===== src/rtl/wb_write_arbiter.sv =====
// Register-file write-port arbiter: pipeline writeback vs. buffered MUL/DIV results,
// with starvation-forced drain and an outstanding-rd scoreboard.
module wb_write_arbiter #(
   parameter int unsigned Xlen        = 32,
   parameter int unsigned FifoDepth   = 2,
   parameter int unsigned StarveLimit = 4
) (
   input  logic            clk_i,
   input  logic            rst_ni,
   input  logic            wb_reg_write_i,
   input  logic [4:0]      wb_rd_i,
   input  logic [Xlen-1:0] wb_data_i,
   input  logic            mdu_issue_i,
   input  logic [4:0]      mdu_issue_rd_i,
   input  logic            mdu_valid_i,
   input  logic [4:0]      mdu_rd_i,
   input  logic [Xlen-1:0] mdu_data_i,
   output logic            mdu_ready_o,
   output logic            rf_we_o,
   output logic [4:0]      rf_rd_o,
   output logic [Xlen-1:0] rf_wdata_o,
   output logic            wb_stall_req_o,
   output logic [31:0]     pending_mask_o
);

   localparam int unsigned PtrW = (FifoDepth > 1) ? $clog2(FifoDepth) : 1;
   localparam int unsigned CntW = PtrW + 1;
   localparam int unsigned StW  = $clog2(StarveLimit) + 1;

   logic [4:0]      rd_q   [FifoDepth];
   logic [Xlen-1:0] data_q [FifoDepth];
   logic [PtrW-1:0] wr_ptr_q, rd_ptr_q;
   logic [CntW-1:0] count_q, count_d;
   logic [StW-1:0]  starve_q, starve_d;
   logic            stall_q, stall_d;
   logic [31:0]     pending_q, pending_d;

   logic full, empty, pipe_req, fifo_req, gnt_pipe, gnt_fifo, push, pop;
   logic [4:0]      head_rd;
   logic [Xlen-1:0] head_data;

   assign full      = (count_q == CntW'(FifoDepth));
   assign empty     = (count_q == '0);
   assign head_rd   = rd_q[rd_ptr_q];
   assign head_data = data_q[rd_ptr_q];

   // During a forced-drain cycle the pipeline request is masked so the head wins.
   assign pipe_req  = wb_reg_write_i && (wb_rd_i != 5'd0) && !stall_q;
   assign fifo_req  = !empty;
   assign gnt_pipe  = pipe_req;
   assign gnt_fifo  = fifo_req && !pipe_req;
   assign pop       = gnt_fifo;
   // rd==0 results are acknowledged but dropped, so they never reach the write port.
   assign push      = mdu_valid_i && !full && (mdu_rd_i != 5'd0);

   always_comb begin
      rf_we_o    = 1'b0;
      rf_rd_o    = 5'd0;
      rf_wdata_o = '0;
      if (rst_ni) begin
         if (gnt_pipe) begin
            rf_we_o    = 1'b1;
            rf_rd_o    = wb_rd_i;
            rf_wdata_o = wb_data_i;
         end else if (gnt_fifo) begin
            rf_we_o    = 1'b1;
            rf_rd_o    = head_rd;
            rf_wdata_o = head_data;
         end
      end
   end

   assign mdu_ready_o    = !full;
   assign wb_stall_req_o = stall_q;
   assign pending_mask_o = pending_q;

   always_comb begin
      count_d = count_q;
      if (push && !pop) begin
         count_d = count_q + CntW'(1);
      end else if (pop && !push) begin
         count_d = count_q - CntW'(1);
      end
   end

   always_comb begin
      starve_d = '0;
      stall_d  = 1'b0;
      if (fifo_req && !pop && pipe_req) begin
         if (starve_q == StW'(StarveLimit - 1)) begin
            stall_d = 1'b1;
         end else begin
            starve_d = starve_q + StW'(1);
         end
      end
   end

   // Set wins over clear so a re-issue of the same rd stays tracked.
   always_comb begin
      pending_d = pending_q;
      if (pop) begin
         pending_d[head_rd] = 1'b0;
      end
      if (mdu_issue_i && (mdu_issue_rd_i != 5'd0)) begin
         pending_d[mdu_issue_rd_i] = 1'b1;
      end
      pending_d[0] = 1'b0;
   end

   always_ff @(posedge clk_i or negedge rst_ni) begin
      if (!rst_ni) begin
         wr_ptr_q  <= '0;
         rd_ptr_q  <= '0;
         count_q   <= '0;
         starve_q  <= '0;
         stall_q   <= 1'b0;
         pending_q <= '0;
         for (int i = 0; i < int'(FifoDepth); i++) begin
            rd_q[i]   <= 5'd0;
            data_q[i] <= '0;
         end
      end else begin
         count_q   <= count_d;
         starve_q  <= starve_d;
         stall_q   <= stall_d;
         pending_q <= pending_d;
         if (push) begin
            rd_q[wr_ptr_q]   <= mdu_rd_i;
            data_q[wr_ptr_q] <= mdu_data_i;
            wr_ptr_q         <= wr_ptr_q + PtrW'(1);
         end
         if (pop) begin
            rd_ptr_q <= rd_ptr_q + PtrW'(1);
         end
      end
   end

endmodule


===== config.mk =====
export PLATFORM = sky130hd
export DESIGN_NAME = wb_write_arbiter
export DESIGN_NICKNAME = d
export VERILOG_FILES = /design/src/rtl/wb_write_arbiter.sv
export SDC_FILE = /design/constraint.sdc
export NUM_CORES = 1
export LEC_CHECK = 0
export ABC_AREA = 0
export BUFFER_PORTS_ARGS = -buffer_cell sky130_fd_sc_hd__buf_2
export CORE_ASPECT_RATIO = 0.75
export CORE_UTILIZATION = 36
export CTS_BUF_LIST = sky130_fd_sc_hd__clkbuf_4 sky130_fd_sc_hd__clkbuf_8 sky130_fd_sc_hd__clkbuf_16
export CTS_CLUSTER_SIZE = 12
export DETAILED_ROUTE_END_ITERATION = 8
export PLACE_DENSITY_LB_ADDON = 0.25
export SLEW_MARGIN = 20
export SYNTH_ARGS = -nofsm -noshare
export SYNTH_HDL_FRONTEND = slang
export SYNTH_SLANG_ARGS = --single-unit

===== constraint.sdc =====
create_clock -name clk_i -period 3.62 [get_ports clk_i]
set_input_delay 0.724 -clock clk_i [delete_from_list [all_inputs] [get_ports clk_i]]
set_output_delay 0.724 -clock clk_i [all_outputs]
set_load 0.01 [all_outputs]

==> summary.txt, run 1 <==
Route
  – Final ANT Viol Nets: 0
  – Vias per inst: just over 5
  – Initial DRC Count: 191
  – DR WL/cell: roughly 18 um
  – Vias: between 4,000 and 5,000
  – Count of TritonRoute iterations in the first routing pass: 4
  – DRC Markers: 0
  – Final wirelength: approximately 15,000 um

Global route
  – First-pass GRT wire length: approximately 25,000 um
  – Global route overflow: 0
  – Met3 usage: under 10%
  – Largest net degree at the start of global routing: 70
  – Met1 global-route usage: around a quarter
  – Gr usage total: between 10% and 20%
  – Layer with the highest usage: met2
  – Met2 Use GR: 30.5%
  – Number of global-route vias before repair: 4,696
  – Antenna violations before repair: 0

Place
  – Placed cell areas: between 0.006 and 0.007 sq mm
  – Post-DP HPWL: roughly 11,000 um
  – Placed Cells incl. Taps: between 800 and 900
  – Number of port buffers: approximately 150
  – RD Place Congestion: 0.860

Timing
  – Final hold slack: ~0.35 ns
  – Final setup TNS: 0 ns
  – RSZ-0062 raised after global routing: false
  – F_max: roughly 330 MHz
  – Slew @ Worst Pin: slightly above 1 ns
  – Max-slew violations: 0
  – Final Hold Vio Count: 0
  – Tcrit/Tclk final: between 80 and 90%
  – Final min period: ~3 ns
  – Clock Skew: around 0.009 ns
  – Max_slew headroom: slightly above 30%
  – Setup violations, final: 0

Synth
  – Syn Area/Cell: between 10 and 15 sq um
  – Largest family of logic cells by synthesized area: multiplexers
  – Yosys warns: 0
  – Post-synthesis mux area share: between 20% and 30%
  – Syn_nets: 604
  – Cell Area, Synth: between 0.005 and 0.006 sq mm
  – Compound-cell area share of the yosys netlist: 9.52%
  – Sequential cell area fraction in the yosys report: between 40% and 50%
  – Synth Instances: between 500 and 600
  – Post-Synth XOR/XNOR Area: 0.740%
  – Simple-Gate Fraction of Synth Area: between 10% and 20%
  – Post-Synth Adder-Cell Area: 0.423%
  – Cell variety after synth: 37
  – #FFs+latches synth: approximately 110

Clocking
  – Reg clk slew, reported paths: ~0.05 ns
  – Num CTS Buffers: 17
  – Clk buf depth: 2
  – CTS Sinks: about 110
  – Post-cts resize count: 0
  – CTS Root Cell: clkbuf_16
  – Clk_lat worst skew: just over 0.4 ns
  – Cts hold-fix bufs: 0
  – H-tree levels: 4
  – Clock tree from TritonCTS: built
  – Setup Buffers After CTS: 0

Critical path
  – CP Data Arrival Time: between 2 and 2.5 ns
  – WS Path Type: input pin to output port
  – Flop2flop setup slack: ~1.2 ns
  – Most used cell, CP: buf_2
  – Critical Path Source: wb_rd_i[1]
  – Crit path capture type: output port
  – Slowest stage delay, CP: around 0.43 ns
  – Crit-path max FO: slightly above 40
  – Worst r2r src: count_q[0]$_DFFE_PN0P_
  – Critical Path RT: 2.90 ns
  – Worst path cell trace: buf_2, or3_1, o31ai_4, buf_12, nand3_1, a21boi_0, buf_2
  – CP max-delay cell: or3_1
  – Cell depth of the worst flop-to-flop path: 4
  – CP Launch Type: input pin

Power and ir drop
  – Sw Share: a little over a third
  – Sequential share of power: a little over a third
  – Clock power share: between 20% and 30%
  – Total power: between 6 and 7 mW
  – P_int: approximately 4.3 mW
  – Share of total power in combinational logic: slightly above 40%
  – Switching power: 2.27 mW
  – Leak pwr: 3.53 nW
  – VDD IR max: roughly 0.35 mV
  – Pwr Density: about 890 mW/mm^2

Finish
  – Final #Nets: about 750
  – # fillers: roughly 1,500
  – Non-filler cells, final: a little under 900
  – Commonest non-fill, non-tap cell in the layout: buf_2
  – Most frequent cells in the layout: buf_2, dfrtp_1, nand2_1
  – Final Cell Area: 0.00737 sq mm
  – Area growth syn-to-layout: 24.5%
  – Antenna cells: 0
  – Layout cells sized above 1: around 46%

Floorplanning
  – Core area: about 0.016 sq mm
  – Row cnt: 40
  – Initial core utilization: 36.9%
  – Die width: 150 um
  – Die ar.: around 0.017 sq mm
  – # IOs: between 150 and 200
  – Die height: 113 um

Outcome
  – Status: complete, no violations

Min path
  – Worst Hold Class: input pin to asynchronous set/reset pin

Job
  – Maxcap violations: 0
critical path, delay by kind of cell:
kind / cells / cell delay (ns)
buffers and inverters: 3 / 0.55
and+or+nand+nor: 2 / 0.55
AOI/OAI and AO/OA: 2 / 0.48
metal layers:
| layer | share of wire [%] | routed length (um) |
|---|---|---|
| met5 | 0 | 0 |
| met4 | 1.6 | 243 |
| met3 | 5.7 | 887 |
| met2 | 48 | 7370 |
| met1 | 45 | 7000 |
power by group through the flow:
stage	Sequential, mW	Combinational (mW)	Clock (mW)
after floorplan	2.24	2.00	0
after global placement	2.25	2.67	0
after detailed placement	2.30	2.72	0
after CTS	2.28	2.75	1.57
after global routing	2.37	2.97	1.65
final	2.28	2.71	1.53
flip-flops by register name, indices dropped and copies added (netlist names):
signal / flops
data_q: 64
pending_mask_o: 31
rd_q: 10
starve_q: 3
count_q: 2
rd_ptr_q: 1
wb_stall_req_o: 1
wr_ptr_q: 1
final cells by class:
type / instances / area, sq um / share of cell area (%)
tap: 210 / 263 / 3.57
timing repair buffer: 164 / 873 / 11.9
multi-input combinational: 367 / 2850 / 38.7
clock buffer: 20 / 460 / 6.25
sequential: 113 / 2830 / 38.4
clock inverter: 11 / 90.1 / 1.22
kinds of logic after synthesis:
group / count (synthesis)
and+or+nand+nor: 172
muxes: 115
DFF: 113
AOI/OAI and AO/OA: 72
buffers and inverters: 38
xor gates and xnor gates: 5
adders and majority gates: 2
other: 1
Yosys cell counts (all sizes together):
cell    number  area (sq um)
dfrtp      113          2830
mux2       111          1360
nand2       98           375
nand3       42           210
a21boi      33           248
o31ai       32           245
buf         24           196
clkbuf      14          52.6
nor2b        7          43.8
a32oi        5          43.8
and3         4          25.0
mux2i        4          40.0
nor2         4          15.0
nor3b        4          30.0
and3b        3          26.3
or3          3          18.8
xor2         3          26.3
ha           2          25.0
nand2b       2          20.0
xnor2        2          17.5
conb         1          3.75
nor3         1          5.00
nor4         1          6.26
nor4b        1          8.76
o211a        1          17.5
o31a         1          8.76
or2          1          6.26
or4          1          11.3
path summary, 6_finish.rpt:
path                                                end
min                               data_q[6]$_DFFE_PN0P_
min reg2reg                       starve_q[0]$_DFF_PN0_
min in group clk_i                starve_q[0]$_DFF_PN0_
max reg2reg                 pending_mask_o[2]$_DFF_PN0_
max in group asynchronous  pending_mask_o[14]$_DFF_PN0_
max                                       rf_wdata_o[5]
stage by stage:
step / worst slack (ns) / utilization [%]
floorplan: 0.857 / -
global placement: 0.622 / 42.6
detailed placement: 0.579 / 42.6
CTS: 0.573 / 46.0
global route: 0.475 / 46.0
finish: 0.575 / 46.0
(Power assumes the default switching activity.)
==> run 2: changes to the inputs <==
--- a/config.mk
+++ b/config.mk
@@ -5,7 +5,7 @@
 export SDC_FILE = /design/constraint.sdc
 export NUM_CORES = 1
 export LEC_CHECK = 0
-export ABC_AREA = 0
+export ABC_AREA = 1
 export BUFFER_PORTS_ARGS = -buffer_cell sky130_fd_sc_hd__buf_2
 export CORE_ASPECT_RATIO = 0.75
 export CORE_UTILIZATION = 36
==> constraint.sdc (replaced) <==
create_clock -name clk_i -period 3.1 [get_ports clk_i]
set_input_delay 0.62 -clock clk_i [delete_from_list [all_inputs] [get_ports clk_i]]
set_output_delay 0.62 -clock clk_i [all_outputs]
set_load 0.01 [all_outputs]
==> summary.txt, run 2 <==
Route
  – Final ANT Viol Nets: 0
  – Initial DRC Count: 350
  – Routed wl met3: roughly 750 um
  – DR WL/cell: approximately 14 um
  – Wire length on met1: around 8400 um
  – DRC Markers: 0
  – Vias per inst: ~4.7
  – Vias: about 5,500
  – Final wirelength: roughly 16,000 um
  – Metal2 WL: between 7000 and 8000 um
  – Count of TritonRoute iterations in the first routing pass: 5
  – Max Used Layer: met4

Global route
  – Number of global-route vias before repair: 5,206
  – Global route overflow: 0
  – Gr usage total: between 20% and 30%
  – Antenna violations before repair: 0
  – Largest net degree at the start of global routing: 75
  – First-pass GRT wire length: approximately 27,000 um

Finish
  – Max FFs per register: 64
  – Non-filler cells, final: 1,177
  – Reg with most FFs: data_q
  – Commonest non-fill, non-tap cell in the layout: nand2_1
  – Antenna cells: 0
  – Layout cells sized above 1: 25.0%
  – Final #Nets: roughly 1,000
  – Most frequent cells in the layout: nand2_1, buf_2, dfrtp_1
  – Area growth syn-to-layout: 25.3%

Outcome
  – Status: complete, no violations

Synth
  – Fraction of registers with async set/reset: 100%
  – Cell taking the most area after synthesis: dfrtp_1
  – Syn_nets: around 900
  – Yosys warns: 0
  – Cell Area, Synth: between 0.006 and 0.007 sq mm
  – Simple-Gate Fraction of Synth Area: around 29%
  – Post-Synth Adder-Cell Area: 0.415%
  – Compound-cell area share of the yosys netlist: 14.7%
  – Syn Area/Cell: about 7.4 sq um
  – Main synth FF type: dfrtp_1
  – Largest family of logic cells by synthesized area: simple AND/OR/NAND/NOR gates
  – Most frequent cell after synthesis: nand2_1
  – Post-Synth XOR/XNOR Area: less than 1%
  – Sequential cell area fraction in the yosys report: between 40% and 50%
  – Top cells by count, synth: nand2_1, dfrtp_1, o21ai_0
  – Top cell type's share of synthesized area: a little under half
  – EDFF count, synth: 0
  – Largest cells by area after synthesis: dfrtp_1, nand2_1, o21ai_0
  – Post-synthesis mux area share: 0%
  – Synth Instances: about 800
  – Cell variety after synth: 24
  – #FFs+latches synth: around 110

Place
  – RD Place Congestion: 0.842
  – Post-DP HPWL: 11,200 um
  – Placed Cells incl. Taps: roughly 1,100
  – Number of port buffers: 154
  – Pre-CTS WS: just over 0.4 ns

Timing
  – Setup ws final: roughly 0.33 ns
  – Max-slew violations: 0
  – Final min period: 2.77 ns
  – Clock Skew: 0.00605 ns
  – Final hold slack: ~0.074 ns
  – Final Hold Vio Count: 0
  – F_max: around 360 MHz
  – Slew @ Worst Pin: ~0.94 ns
  – Setup violations, final: 0
  – Tcrit/Tclk final: 89.4%
  – Max_slew headroom: between 30% and 40%
  – Final setup TNS: 0 ns
  – RSZ-0062 raised after global routing: false

Power and ir drop
  – Share of total power in combinational logic: roughly two fifths
  – Total power: 7.59 mW
  – Pwr Density: 1010 mW/mm^2
  – Sequential share of power: about 34%
  – Sw Share: roughly 40%
  – Switching power: 3.00 mW
  – Clock power share: around a quarter
  – Leak pwr: approximately 3.8 nW
  – VDD IR max: between 0.4 and 0.5 mV
  – P_int: 4.59 mW

Critical path
  – CP Launch Type: register
  – Worst path bufs/invs: 3
  – Family with the most delay on the worst path: simple AND/OR/NAND/NOR gates
  – Crit-path max FO: 36
  – Slowest stage delay, CP: 0.37 ns
  – CP max-delay cell: dfrtp_1
  – Critical Path Source: wb_stall_req_o$_DFF_PN0_
  – Most used cell, CP: nand2_1
  – Crit path capture type: output port
  – Critical Path RT: 2.48 ns
  – WS Path Type: register to output port
  – CP Data Arrival Time: between 2 and 2.5 ns
  – Worst r2r src: wb_stall_req_o$_DFF_PN0_
  – Worst path cell trace: nor2_1, nand2_1, clkinv_1, buf_4, nand2_1, a21oi_1, buf_2

Clocking
  – Clk buf depth: 2
  – Cts hold-fix bufs: 0
  – Reg clk slew, reported paths: 0.05 ns
  – Post-cts resize count: 0
  – Num CTS Buffers: 17
  – H-tree levels: 4
  – Setup Buffers After CTS: 0
  – Clk_lat worst skew: 0.41 ns
  – Clock tree from TritonCTS: built
  – CTS Sinks: 113
  – CTS Root Cell: clkbuf_16

Floorplanning
  – Die ar.: 0.0173 sq mm
  – Initial core utilization: roughly 37%
  – Die height: about 110 um
  – Die width: 151 um
  – Core area: around 0.016 sq mm
  – # IOs: between 150 and 200
  – Row cnt: 40

Min path
  – Worst Hold Class: input pin to asynchronous set/reset pin

Job
  – Maxcap violations: 0
[run 2: cell count changes in the layout (fill, tap and decap cells not counted), moves of 7 or more]
cell | before | now
o21ai_1 | 0 | 7
nor2_1 | 4 | 44
o21ai_0 | 0 | 72
mux2_4 | 30 | 0
inv_1 | 0 | 56
nand2_1 | 97 | 329
o21ai_2 | 0 | 32
a21boi_0 | 33 | 0
mux2_2 | 79 | 0
nor3_1 | 1 | 12
o31ai_1 | 31 | 0
nor2b_1 | 7 | 0
a21oi_1 | 0 | 39
[run 2: cells by family after synthesis]
family,Yosys count
flops,113
simple gates,437
xor+xnor,3
other cells,1
fa+ha+maj,2
buf+inv,104
compound gates,152
[run 2: layer usage]
| metal | vias up | global-route usage, % |
|---|---|---|
| met5 | - | 0 |
| met4 | 0 | 5.40 |
| met3 | 11 | 4.74 |
| met2 | 125 | 30.2 |
| met1 | 2550 | 29.9 |
| li1 | 2861 | - |
[run 2: worst register-to-register path: stages, from the launching register on]
cell	delay, ns
dfrtp_1	0.37
nor2_1	0.32
nand2_1	0.20
buf_12	0.21
nand2_1	0.10
ha_1	0.26
a21oi_1	0.11
o21ai_0	0.11
xnor2_1	0.13
[run 2: path summary, 6_finish.rpt]
check | to | slack [ns] | cells after the start
worst max-delay path | rf_wdata_o[21] | 0.33 | 7
worst min-delay path | data_q[45]$_DFFE_PN0P_ | 0.07 | 1
worst max register to register | count_q[1]$_DFFE_PN0P_ | 1.16 | 8
worst min register to register | starve_q[0]$_DFF_PN0_ | 0.44 | 1
max in group asynchronous | rd_ptr_q$_DFFE_PN0P_ | 1.95 | 2
min in group clk_i | data_q[19]$_DFFE_PN0P_ | 0.42 | 3
[run 2: power by group through the flow]
| stage | clock network (mW) | registers, mW | logic (mW) |
|---|---|---|---|
| floorplan | 0 | 2.56 | 2.14 |
| global placement | 0 | 2.58 | 3.00 |
| detailed placement | 0 | 2.58 | 3.05 |
| CTS | 2.04 | 2.57 | 3.06 |
| global route | 2.12 | 2.66 | 3.46 |
| finish | 2.01 | 2.56 | 3.02 |
[run 2: area by class of cell]
cell class / count / area, sq um
Inverter: 58 / 218
Timing Repair Buffer: 169 / 948
Clock inverter: 11 / 135
Clock buffer: 21 / 474
Fill cell: 1696 / 8660
Tap cell: 210 / 263
Multi-Input combinational cell: 595 / 2690
Sequential cell: 113 / 2830
[run 2: per-stage QoR]
stage          utilization, %  area [sq um]
4_1_cts                  46.6          7550
3_3_place_gp             42.8          6940
2_1_floorplan               -          6030
6_report                 46.6          7550
5_1_grt                  46.6          7550
3_5_place_dp             42.8          6940
==> run 3: changes to the inputs <==
--- a/config.mk
+++ b/config.mk
@@ -5,10 +5,9 @@
 export SDC_FILE = /design/constraint.sdc
 export NUM_CORES = 1
 export LEC_CHECK = 0
-export ABC_AREA = 1
 export BUFFER_PORTS_ARGS = -buffer_cell sky130_fd_sc_hd__buf_2
 export CORE_ASPECT_RATIO = 0.75
-export CORE_UTILIZATION = 36
+export CORE_UTILIZATION = 31
 export CTS_BUF_LIST = sky130_fd_sc_hd__clkbuf_4 sky130_fd_sc_hd__clkbuf_8 sky130_fd_sc_hd__clkbuf_16
 export CTS_CLUSTER_SIZE = 12
 export DETAILED_ROUTE_END_ITERATION = 8
==> summary.txt, run 3 (synthesis gave the netlist of run 1 again) <==
Timing
  – Setup violations, final: 0
  – Slew @ Worst Pin: 1.01 ns
  – Setup ws final: 0.213 ns
  – Max_slew headroom: between 30% and 40%
  – Max-slew violations: 0
  – Final setup TNS: 0 ns
  – Final min period: between 2 and 3 ns
  – Clock Skew: approximately 0.0054 ns
  – Final Hold Vio Count: 0
  – Tcrit/Tclk final: about 93%
  – F_max: around 350 MHz
  – RSZ-0062 raised after global routing: false

Global route
  – Number of global-route vias before repair: approximately 4,800
  – Largest net degree at the start of global routing: between 40 and 50
  – Antenna violations before repair: 0
  – Global route overflow: 0
  – First-pass GRT wire length: 25,600 um
  – Gr usage total: 17.1%

Floorplanning
  – Row cnt: 43
  – Die height: 122 um
  – Core area: 0.0186 sq mm
  – # IOs: ~160
  – Die ar.: a little under 0.02 sq mm
  – Die width: between 150 and 200 um
  – Initial core utilization: a little under a third

Route
  – Final wirelength: about 16,000 um
  – Final ANT Viol Nets: 0
  – DR WL/cell: roughly 17 um
  – Count of TritonRoute iterations in the first routing pass: 5
  – Vias per inst: roughly 5
  – Initial DRC Count: between 200 and 250
  – DRC Markers: 0
  – Vias: between 4,000 and 5,000

Finish
  – Most frequent cells in the layout: buf_2, dfrtp_1, nand2_1
  – Commonest non-fill, non-tap cell in the layout: buf_2
  – Area growth syn-to-layout: 28.4%
  – Max FFs per register: 64
  – Layout cells sized above 1: between 40% and 50%
  – Final #Nets: roughly 760
  – Antenna cells: 0
  – Reg with most FFs: data_q

Min path
  – Worst Hold Class: input pin to asynchronous set/reset pin

Power and ir drop
  – P_int: about 5.2 mW
  – Share of total power in combinational logic: roughly two fifths
  – Leak pwr: ~3.6 nW
  – Sequential share of power: between 30% and 40%
  – Sw Share: between 30% and 40%
  – VDD IR max: 0.385 mV
  – Clock power share: between 20% and 30%
  – Switching power: approximately 2.8 mW
  – Pwr Density: 1050 mW/mm^2

Critical path
  – Reg2reg end: pending_mask_o[24]$_DFF_PN0_
  – CP Data Arrival Time: about 2.3 ns
  – CP Launch Type: input pin
  – Crit-path max FO: 22
  – Worst r2r src: rd_ptr_q$_DFFE_PN0P_
  – Critical Path RT: roughly 2.5 ns
  – Slowest stage delay, CP: 0.43 ns
  – Worst path cell trace: buf_2, or3_1, o31ai_4, buf_12, nand3_1, a21boi_0, buf_2
  – Most used cell, CP: buf_2
  – Flop2flop setup slack: ~0.65 ns
  – Cell depth of the worst flop-to-flop path: 5
  – CP max-delay cell: or3_1
  – WS Path Type: input pin to output port
  – Crit path capture type: output port

Clocking
  – Clk buf depth: 2
  – Reg clk slew, reported paths: ~0.050 ns
  – Num CTS Buffers: 17
  – CTS Sinks: 113
  – CTS Root Cell: clkbuf_16
  – Clk_lat worst skew: ~0.4 ns
  – H-tree levels: 4
  – Clock tree from TritonCTS: built

Job
  – Maxcap violations: 0

Outcome
  – Status: complete, no violations

Place
  – RD Place Congestion: ~0.84
  – Number of port buffers: between 150 and 200
  – Post-DP HPWL: about 11,000 um
  – Pre-CTS WS: approximately 0.12 ns
[run 3: cell count changes in the layout (fill, tap and decap cells not counted), sizes merged, moves of 11 or more]
cell,change
a21oi,-40
nor3,-11
inv,-55
nor2,-42
mux2,+111
o21ai,-111
a21boi,+32
nand2,-234
o31ai,+32
[run 3: power by group through the flow]
stage               clock network [mW]  logic [mW]  registers, mW
global placement                     0        3.20           2.65
CTS                               2.12        3.29           2.68
detailed placement                   0        3.26           2.70
floorplan                            0        2.33           2.62
finish                            2.09        3.25           2.67
global route                      2.20        3.54           2.77
[run 3: repair_timing]
item                                    CTS  global route
endpoints found under the setup margin    0            13
hold buffers                              0             0
setup buffers                             0             1
hold endpoints to repair                  0             0
gates resized for setup                   0             1
[run 3: worst max path at each step]
stage | start | end | slack (ns) | depth (start not counted)
floorplan | wb_reg_write_i | rf_wdata_o[10] | 0.54 | 7
global placement | wb_rd_i[1] | rf_wdata_o[5] | 0.20 | 7
detailed placement | wb_rd_i[1] | rf_wdata_o[31] | 0.12 | 7
CTS | wb_stall_req_o$_DFF_PN0_ | rf_wdata_o[26] | 0.07 | 5
global route | wb_rd_i[1] | rf_wdata_o[19] | 0.08 | 7
finish | wb_rd_i[1] | rf_wdata_o[5] | 0.21 | 7
[run 3: worst max-delay path: cells and delay by family]
| family | cells | cell delay, ns |
|---|---|---|
| AND/OR/NAND/NOR | 2 | 0.57 |
| AO/OA/AOI/OAI | 2 | 0.60 |
| buffers and inverters | 3 | 0.46 |
[run 3: metal layers]
layer / routed length [um] / part of all wire, % / track usage (%)
met4: 199 / 1.2 / 6.54
met3: 919 / 5.7 / 4.32
met2: 7650 / 48 / 27.5
met5: 0 / 0 / 0
met1: 7240 / 45 / 22.3
[run 3: per-stage QoR]
stage	hold slack (ns)	instance area [sq um]	util [%]	power, mW	cells
2_1_floorplan	0.324	5920	-	4.95	518
3_3_place_gp	0.426	6940	37.4	5.85	897
3_5_place_dp	0.435	6940	37.4	5.96	897
4_1_cts	0.129	7580	40.8	8.09	929
5_1_grt	0.123	7590	40.9	8.51	930
6_report	0.127	7590	40.9	8.01	930
[run 3: layout make-up]
| class | instances | area, sq um |
|---|---|---|
| clock buffer | 17 | 425 |
| fill | 1756 | 11000 |
| multi-input combinational | 367 | 2860 |
| clock inverter | 15 | 210 |
| tap | 247 | 309 |
| sequential | 113 | 2830 |
| timing repair buffer | 171 | 963 |
